## src/rtl/mem_sram_bridge_if.sv

```systemverilog
// Native minrv32 memory-port handshake between the core (master) and a memory stage (slave).
interface mem_sram_bridge_if;
   logic        mem_valid;
   logic        mem_instr;
   logic [31:0] mem_addr;
   logic [31:0] mem_wdata;
   logic [3:0]  mem_wstrb;
   logic        mem_ready;
   logic [31:0] mem_rdata;
   logic        mem_err;

   modport master (
      output mem_valid, mem_instr, mem_addr, mem_wdata, mem_wstrb,
      input  mem_ready, mem_rdata, mem_err
   );

   modport slave (
      input  mem_valid, mem_instr, mem_addr, mem_wdata, mem_wstrb,
      output mem_ready, mem_rdata, mem_err
   );
endinterface

```

## src/rtl/mem_sram_bridge.sv

```systemverilog
// Single-outstanding bridge from the minrv32 memory port onto a synchronous byte-lane SRAM,
// with programmable wait states, error completion for illegal requests and a debug error counter.
module mem_sram_bridge #(
   parameter logic [31:0] ADDR_BASE   = 32'h0001_0000,
   parameter int          MEM_WORDS   = 4096,
   localparam int         AW          = $clog2(MEM_WORDS),
   parameter int          WAIT_STATES = 1
) (
   input  logic              clk,
   input  logic              resetn,
   mem_sram_bridge_if.slave  mem,
   output logic              sram_en,
   output logic [3:0]        sram_we,
   output logic [AW-1:0]     sram_addr,
   output logic [31:0]       sram_wdata,
   input  logic [31:0]       sram_rdata,
   output logic [7:0]        err_count
);

   typedef enum logic [2:0] {S_IDLE, S_ACCESS, S_WAIT, S_RESP, S_ERR} state_t;

   localparam logic [31:0] WIN_BYTES = 32'(4 * MEM_WORDS);
   localparam logic [3:0]  WS        = 4'(WAIT_STATES);

   state_t      state, state_nx;
   logic [31:0] off;
   logic        req_err;
   logic [3:0]  wstrb_q;
   logic [3:0]  wcnt;
   logic [31:0] rdata_q;
   logic [31:0] rdata_r;
   logic        ready_r;
   logic        err_r;
   logic        first_wait;

   // Unsigned offset: addresses below the window wrap to huge values and fail the range test.
   assign off     = mem.mem_addr - ADDR_BASE;
   assign req_err = (off >= WIN_BYTES) || (mem.mem_addr[1:0] != 2'b00) ||
                    (mem.mem_instr && (mem.mem_wstrb != 4'h0));

   assign first_wait = (state == S_WAIT) && (wcnt == WS);

   always_comb begin
      state_nx = state;
      case (state)
         S_IDLE:   if (mem.mem_valid) state_nx = req_err ? S_ERR : S_ACCESS;
         S_ACCESS: state_nx = (WAIT_STATES > 0) ? S_WAIT : S_RESP;
         S_WAIT:   if (wcnt <= 4'd1) state_nx = S_RESP;
         S_RESP:   state_nx = S_IDLE;
         S_ERR:    state_nx = S_IDLE;
         default:  state_nx = S_IDLE;
      endcase
   end

   always_ff @(posedge clk or negedge resetn) begin
      if (!resetn) begin
         state      <= S_IDLE;
         sram_en    <= 1'b0;
         sram_we    <= 4'h0;
         sram_addr  <= '0;
         sram_wdata <= 32'h0;
         wstrb_q    <= 4'h0;
         wcnt       <= 4'h0;
         rdata_q    <= 32'h0;
         rdata_r    <= 32'h0;
         ready_r    <= 1'b0;
         err_r      <= 1'b0;
         err_count  <= 8'h00;
      end else begin
         state   <= state_nx;
         sram_en <= (state_nx == S_ACCESS);
         sram_we <= (state_nx == S_ACCESS) ? mem.mem_wstrb : 4'h0;
         ready_r <= (state_nx == S_RESP) || (state_nx == S_ERR);
         err_r   <= (state_nx == S_ERR);

         if (state == S_IDLE && mem.mem_valid) wstrb_q <= mem.mem_wstrb;
         if (state_nx == S_ACCESS) begin
            sram_addr  <= off[AW+1:2];
            sram_wdata <= mem.mem_wdata;
         end

         if (state == S_ACCESS)    wcnt <= WS;
         else if (state == S_WAIT) wcnt <= wcnt - 4'd1;

         if (first_wait) rdata_q <= sram_rdata;

         // The last WAIT cycle may also be the capture cycle, so forward the SRAM word directly.
         if ((WAIT_STATES > 0) && (state_nx == S_RESP) && (wstrb_q == 4'h0))
            rdata_r <= first_wait ? sram_rdata : rdata_q;
         else
            rdata_r <= 32'h0;

         if (state_nx == S_ERR && err_count != 8'hFF) err_count <= err_count + 8'd1;
      end
   end

   assign mem.mem_ready = ready_r;
   assign mem.mem_err   = err_r;
   // With no wait states the SRAM word only exists during RESP, so it bypasses the register.
   assign mem.mem_rdata = ((WAIT_STATES == 0) && (state == S_RESP) && (wstrb_q == 4'h0)) ?
                          sram_rdata : rdata_r;

endmodule
```

## src/flat_wrapper.sv

```systemverilog
// flat-port wrapper written by rule: the top's interface ports become plain ports
module mem_sram_bridge_flat 
#(
   parameter logic [31:0] ADDR_BASE   = 32'h0001_0000,
   parameter int          MEM_WORDS   = 4096,
   localparam int         AW          = $clog2(MEM_WORDS),
   parameter int          WAIT_STATES = 1
)
  (clk, resetn, sram_en, sram_we, sram_addr, sram_wdata, sram_rdata, err_count, mem_mem_valid, mem_mem_instr, mem_mem_addr, mem_mem_wdata, mem_mem_wstrb, mem_mem_ready, mem_mem_rdata, mem_mem_err);
  mem_sram_bridge_if mem_i ();
  input  logic clk;
  input  logic resetn;
  output logic sram_en;
  output logic [3:0] sram_we;
  output logic [AW-1:0] sram_addr;
  output logic [31:0] sram_wdata;
  input  logic [31:0] sram_rdata;
  output logic [7:0] err_count;
  input wire logic [$bits(mem_i.mem_valid)-1:0] mem_mem_valid;
  input wire logic [$bits(mem_i.mem_instr)-1:0] mem_mem_instr;
  input wire logic [$bits(mem_i.mem_addr)-1:0] mem_mem_addr;
  input wire logic [$bits(mem_i.mem_wdata)-1:0] mem_mem_wdata;
  input wire logic [$bits(mem_i.mem_wstrb)-1:0] mem_mem_wstrb;
  output wire logic [$bits(mem_i.mem_ready)-1:0] mem_mem_ready;
  output wire logic [$bits(mem_i.mem_rdata)-1:0] mem_mem_rdata;
  output wire logic [$bits(mem_i.mem_err)-1:0] mem_mem_err;
  assign mem_i.mem_valid = mem_mem_valid;
  assign mem_i.mem_instr = mem_mem_instr;
  assign mem_i.mem_addr = mem_mem_addr;
  assign mem_i.mem_wdata = mem_mem_wdata;
  assign mem_i.mem_wstrb = mem_mem_wstrb;
  assign mem_mem_ready = mem_i.mem_ready;
  assign mem_mem_rdata = mem_i.mem_rdata;
  assign mem_mem_err = mem_i.mem_err;
  mem_sram_bridge #(.ADDR_BASE(ADDR_BASE), .MEM_WORDS(MEM_WORDS), .WAIT_STATES(WAIT_STATES)) u_core (.clk(clk), .resetn(resetn), .mem(mem_i), .sram_en(sram_en), .sram_we(sram_we), .sram_addr(sram_addr), .sram_wdata(sram_wdata), .sram_rdata(sram_rdata), .err_count(err_count));
endmodule
```

## config.mk

```make
export PLATFORM = sky130hd
export DESIGN_NAME = mem_sram_bridge_flat
export DESIGN_NICKNAME = d
export VERILOG_FILES = /design/src/rtl/mem_sram_bridge_if.sv /design/src/rtl/mem_sram_bridge.sv /design/src/flat_wrapper.sv
export SDC_FILE = /design/constraint.sdc
export NUM_CORES = 1
export LEC_CHECK = 0
export ABC_AREA = 1
export CAP_MARGIN = 5
export CORE_MARGIN = 10
export CORE_UTILIZATION = 44
export DETAILED_ROUTE_END_ITERATION = 10
export PLACE_DENSITY = 0.79
export SYNTH_ARGS = -nofsm -noshare
export SYNTH_HDL_FRONTEND = slang
export SYNTH_SLANG_ARGS = --single-unit
```

## constraint.sdc

```tcl
create_clock -name clk -period 2 [get_ports clk]
set_clock_uncertainty 0.05 [all_clocks]
set_input_delay 0.4 -clock clk [delete_from_list [all_inputs] [get_ports clk]]
set_output_delay 0.4 -clock clk [all_outputs]
set_load 0.005 [all_outputs]
```

==> results of run 1 <==
[where the power goes]
| group | internal (mW) | switching, mW |
|---|---|---|
| Combinational | 1.58 | 1.65 |
| Sequential | 3.57 | 0.430 |
| Clock | 2.09 | 1.10 |
[registers in the layout, summed over array words and instances, names as in the netlist]
register              flops
u_core.err_count          8
u_core.mem.mem_err        1
u_core.mem.mem_rdata     32
u_core.mem.mem_ready      1
u_core.rdata_q           32
u_core.sram_addr         12
u_core.sram_en            1
u_core.sram_wdata        32
u_core.sram_we            4
u_core.state              3
u_core.wcnt               4
u_core.wstrb_q            4
[layout make-up]
cell class,count,share of cell area [%]
clock inverter,8,1.43
timing repair buffer,219,26.4
sequential,134,40.0
clock buffer,24,5.87
multi-input combinational,363,19.7
inverter,89,3.99
tap,168,2.51
[layer usage]
metal,share of wire (%),vias up,track usage (%)
met4,2.0,0,6.38
met3,6.7,25,6.14
li1,-,2301,-
met1,38,2246,19.9
met2,53,179,32.0
met5,0,-,0
[worst paths after layout]
| kind | endpoint | slack (ps) | cells past startpoint |
|---|---|---|---|
| min in group clk | u_core.sram_wdata[7] | 420 | 2 |
| setup reg to reg | u_core.mem.mem_rdata[26] | 180 | 7 |
| max in group asynchronous | u_core.err_count[6] | 930 | 3 |
| hold / removal | u_core.err_count[0] | 410 | 2 |
| hold reg to reg | u_core.sram_wdata[7] | 420 | 2 |
| setup / recovery | u_core.sram_wdata[14] | 80 | 12 |
[stage by stage]
| stage | area [µm²] | worst slack [ps] |
|---|---|---|
| 2_1_floorplan | 5440 | 289 |
| 3_3_place_gp | 7700 | -211 |
| 3_5_place_dp | 7700 | -352 |
| 4_1_cts | 8320 | 74.9 |
| 5_1_grt | 8380 | -18.2 |
| 6_report | 8380 | 78.2 |
[cell usage in the layout (no fill, tap or decap), drive strengths merged, types with 2 or more instances in the layout]
cell and instances:
clkdlybuf4s50 192, nand2 176, dfrtp 134, inv 89, nor2 69, nand3 53
o21ai 38, buf 25, clkbuf 24, nand4 8, xor2 5, a21oi 3
ha 3, bufinv 3, clkinv 3, xnor2 2, clkinvlp 2
[cells by family (layout without fill, tap and decap cells)]
| logic type | count (synthesis) | count (layout) | synth area share [%] |
|---|---|---|---|
| compound gates | 44 | 44 | 4.39 |
| xor+xnor | 7 | 7 | 1.13 |
| fa+ha+maj | 3 | 3 | 0.690 |
| buf+inv | 112 | 340 | 8.70 |
| flops | 134 | 134 | 61.7 |
| simple gates | 309 | 309 | 23.4 |
[what timing repair did]
item,in CTS,in global routing
resized for setup,0,12
buffers inserted,0,1
endpoints found under the hold margin,32,0
setup endpoints to repair,0,84
hold buffers,1,0
==> run_results.csv, run 1 <==
group,metric,value,unit
layout,ff_latch_area,3350,µm²
layout,final_util,69.4,%
placement,dp.cells,971,
status,status,"finished, final reports clean",
clock_tree,clockBufferDepth,2,
synthesis,synth_edf_count,0,
layout,n_fill_cell,865,
drt,via_count,4751,
worst_setup_path,worstPathCellList,"clkdlybuf4s50_1 > nor2_1 > nand2_1 > nor2_1 > nand2_1 > nor2_2 > nand3_2 > o21bai_4 > nand2_4 > buf_12 > nand2_1 > nand2_1",
global_route,grt_start_max_net_pins,65,
clock_tree,cts-root-buf,"clkbuf_16",
global_route,overflow,0,
worst_setup_path,required,2250,ps
synthesis,async_flop_share,100,%
floorplan,row_count,40,
min_path,hold_path.class,"primary input to asynchronous set/reset pin",
power_and_ir_drop,power.total,10.4,mW
synthesis,synthTopCellsByCount,"nand2_1, dfrtp_1, inv_1",
sta,hold_viol_final,0,
layout,finalNetCount,931,
sta,setup_viol_count_final,0,
global_route,grt_antenna_before_repair,0,
worst_setup_path,worstSetupPathType,"primary input to flip-flop",
worst_setup_path,crit_start,"mem_mem_addr[28]",
sta,tightest_slew,398,ps
power_and_ir_drop,p_leak,4.30,nW
sta,period_needed,1920,ps
synthesis,synthTopCellsByArea,"dfrtp_1, nand2_1, inv_1",
sta,relSlewSlack,73.2,%
clock_tree,cts_sinks,134,
floorplan,core,12100,µm²
job,max-cap-violations,0,
worst_setup_path,cp-start-kind,"primary input",
drt,first_iter_violations,236,
synthesis,yosysTopAreaCellShare,61.7,%
synthesis,netlist_area,5440,µm²
synthesis,syn_area_per_cell,8.93,µm²
clock_tree,cts_made_buffers,17,
worst_setup_path,reg2reg_from,"u_core.wcnt[0]",
synthesis,yosys_register_bits,134,
global_route,grt_use_total,18.1,%
worst_setup_path,path_common_cell,"nand2_1",
floorplan,io_pins,195,
drt,drt-wirelength-per-cell,15.3,µm
worst_setup_path,end_kind,"flip-flop",
floorplan,start_util,45.1,%
global_route,grt_pass1_vias,5006,
global_route,grt_pass1_wl,25500,µm
layout,area_delta_synth_final,54.0,%
drt,finalWirelength,15400,µm
synthesis,syn_inst,609,
worst_setup_path,cp_top_family,"simple AND/OR/NAND/NOR gates",
worst_setup_path,slowest_delay,390,ps
placement,dp_hpwl,11700,µm
sta,fmax,520,MHz
drt,vias_per_cell,4.73,
sta,setup_tns,0,ps
sta,slew_viol_final,0,
layout,stdcell_count,1005,
floorplan,chipWidth,131,µm
synthesis,netlist-cell-type-count,25,
clock_tree,htree_levels,4,
power_and_ir_drop,p_per_area,1240,nW/µm²
layout,diodes,0,
clock_tree,cts_tree,"yes",
worst_setup_path,cp_max_fo,19,
floorplan,dieArea,17200,µm²
worst_setup_path,critical_path_buf_inv_count,2,
worst_setup_path,crit_path_top_delay_cell,"clkdlybuf4s50_1",
synthesis,yosysMostFrequentCell,"nand2_1",
clock_tree,clk_latency,410,ps
placement,io_buffers,194,
synthesis,ys_seq_area_share,61.7,%
layout,drive_above_1_share,8.60,%
drt,antenna_left,0,
layout,multi_input_area,1650,µm²
clock_tree,path_clk_slew,60,ps
synthesis,yosys_most_used_dff,"dfrtp_1",
sta,post-route-period-util,96.1,%
synthesis,yosysWarnings,0,
synthesis,synth_area_leader_cell,"dfrtp_1",
drt,route.detailed.drc,0,
drt,dr.pass1.iters,5,
synthesis,syn_nets,716,
floorplan,die_y,131,µm
worst_setup_path,critPathArrivalTime,2170,ps
placement,place_congestion,0.818,
sta,fin_hold_ws,411,ps
power_and_ir_drop,peakVddDrop,0.000710,V
(Power assumes the default switching activity.)
==> run 2, diff against run 1 <==
--- a/config.mk
+++ b/config.mk
@@ -11,6 +11,8 @@
 export CORE_UTILIZATION = 44
 export DETAILED_ROUTE_END_ITERATION = 10
 export PLACE_DENSITY = 0.79
+export SETUP_SLACK_MARGIN = 0.02
 export SYNTH_ARGS = -nofsm -noshare
 export SYNTH_HDL_FRONTEND = slang
 export SYNTH_SLANG_ARGS = --single-unit
+export TNS_END_PERCENT = 100
==> run 2 against run 1 <==
The run now ends with negative setup slack left. Cell area rose by 1.3%. Sequential power barely moved. Via count rose by 1.7%. Die area did not move. Fmax fell by 4.5%. Sequential share of layout area fell by 0.50 points. Global-route usage did not move. Highest routed layer unchanged.
==> run_results.csv, run 2 (synthesized netlist as in run 1, its figures left out) <==
group,metric,value,unit
layout,area_delta_synth_final,56.0,%
floorplan,dieArea,17200,µm²
placement,place_congestion,0.818,
worst_setup_path,slowest_delay,410,ps
clock_tree,htree_levels,4,
global_route,grt_antenna_before_repair,0,
floorplan,chipWidth,131,µm
worst_setup_path,worstPathCellList,"clkdlybuf4s50_1 > nor2_2 > nand2_1 > nor2_1 > nand2_1 > nor2_2 > nand3_2 > o21bai_4 > nand2_8 > buf_12 > nand2_1 > nand2_1",
drt,dr.pass1.iters,5,
drt,drt-wirelength-per-cell,15.7,µm
drt,antenna_left,0,
worst_setup_path,rrSetupSlack,170,ps
floorplan,die_y,131,µm
power_and_ir_drop,peakVddDrop,0.000709,V
clock_tree,clockBufferDepth,2,
status,status,"finished, violations left",
status,violations,"negative setup slack",
clock_tree,cts_sinks,134,
drt,finalWirelength,15900,µm
drt,first_iter_violations,300,
power_and_ir_drop,p_leak,4.41,nW
sta,relSlewSlack,73.3,%
power_and_ir_drop,p_per_area,1230,nW/µm²
placement,pre_cts_slack,-352,ps
placement,io_buffers,194,
worst_setup_path,required,2240,ps
sta,hold_viol_final,0,
floorplan,io_pins,195,
min_path,hold_path.class,"primary input to asynchronous set/reset pin",
worst_setup_path,cp-start-kind,"primary input",
placement,dp.cells,971,
global_route,grt_use_total,18.1,%
worst_setup_path,path_common_cell,"nand2_1",
layout,finalNetCount,934,
drt,via_count,4834,
layout,final_util,70.3,%
layout,final_common_cell,"clkdlybuf4s50_1",
clock_tree,cts_tree,"yes",
clock_tree,cts-root-buf,"clkbuf_16",
layout,diodes,0,
power_and_ir_drop,power.total,10.5,mW
worst_setup_path,r2r-end,"u_core.mem.mem_rdata[26]",
layout,stdcell_count,1008,
worst_setup_path,r2r_cells,8,
floorplan,row_count,40,
placement,dp_hpwl,11700,µm
drt,route.detailed.drc,0,
worst_setup_path,worstSetupPathType,"primary input to flip-flop",
sta,tightest_slew,397,ps
sta,period_needed,2010,ps
job,max-cap-violations,0,
layout,fin_area,8480,µm²
sta,fin_hold_ws,414,ps
worst_setup_path,reg2reg_from,"u_core.state[0]",
sta,fmax,497,MHz
global_route,overflow,0,
worst_setup_path,cp_max_fo,6,
global_route,grt_pass1_wl,25500,µm
global_route,grt_start_max_net_pins,65,
clock_tree,path_clk_slew,60,ps
layout,layout_common_cells,"clkdlybuf4s50_1, nand2_1, dfrtp_1",
clock_tree,cts_made_buffers,17,
sta,setup_viol_count_final,8,
drt,vias_per_cell,4.80,
worst_setup_path,critPathArrivalTime,2260,ps
worst_setup_path,end_kind,"flip-flop",
layout,drive_above_1_share,9.05,%
clock_tree,clk_latency,410,ps
sta,setup_slack,-12.7,ps
worst_setup_path,crit_path_top_delay_cell,"clkdlybuf4s50_1",
floorplan,core,12100,µm²
floorplan,start_util,45.1,%
sta,slew_viol_final,0,
sta,setup_tns,-45.0,ps
placement,dpl_cell_area,7700,µm²
global_route,grt_pass1_vias,5006,
sta,post-route-period-util,101,%
## run 2: how the worst max path moves through the flow
stage | cells after the start | start | end | slack, ps
2_1_floorplan | 11 | mem_mem_addr[17] | u_core.sram_addr[0] | 290
3_3_place_gp | 12 | mem_mem_addr[17] | u_core.sram_wdata[21] | -210
3_5_place_dp | 12 | mem_mem_addr[19] | u_core.sram_wdata[14] | -350
4_1_cts | 11 | mem_mem_addr[19] | u_core.sram_wdata[14] | 70
5_1_grt | 12 | mem_mem_addr[22] | u_core.sram_wdata[13] | -180
6_report | 12 | mem_mem_addr[28] | u_core.sram_wdata[13] | -10
## run 2: routing by layer
| metal | track usage, % | share of wire (%) |
|---|---|---|
| met1 | 19.9 | 38 |
| met2 | 32.0 | 53 |
| met3 | 6.14 | 6.8 |
| met4 | 6.38 | 2.4 |
| met5 | 0 | 0 |
## run 2: repair_timing
item / CTS / global route
hold buffers: 1 / 0
buffers inserted: 0 / 1
setup endpoints to repair: 0 / 90
hold endpoints to repair: 32 / 0
resized for setup: 0 / 22
## run 2: critical path: cells and delay by family
family          cells  cell delay [ps]
simple gates        9             1020
buf+inv             2              570
compound gates      1              260
## run 2: area by class of cell
cell class | count | area (µm²)
flip-flops and latches | 134 | 3350
fillers | 854 | 3580
inverters | 89 | 334
well taps | 168 | 210
repair buffers | 222 | 2310
multi-input cells | 363 | 1660
clock buffers | 24 | 492
clock inverters | 8 | 120
## run 2: where the power goes
part | switching (mW) | leakage (nW) | internal [mW]
Sequential | 0.431 | 1.74 | 3.57
Combinational | 1.69 | 2.37 | 1.60
Clock | 1.10 | 0.296 | 2.09
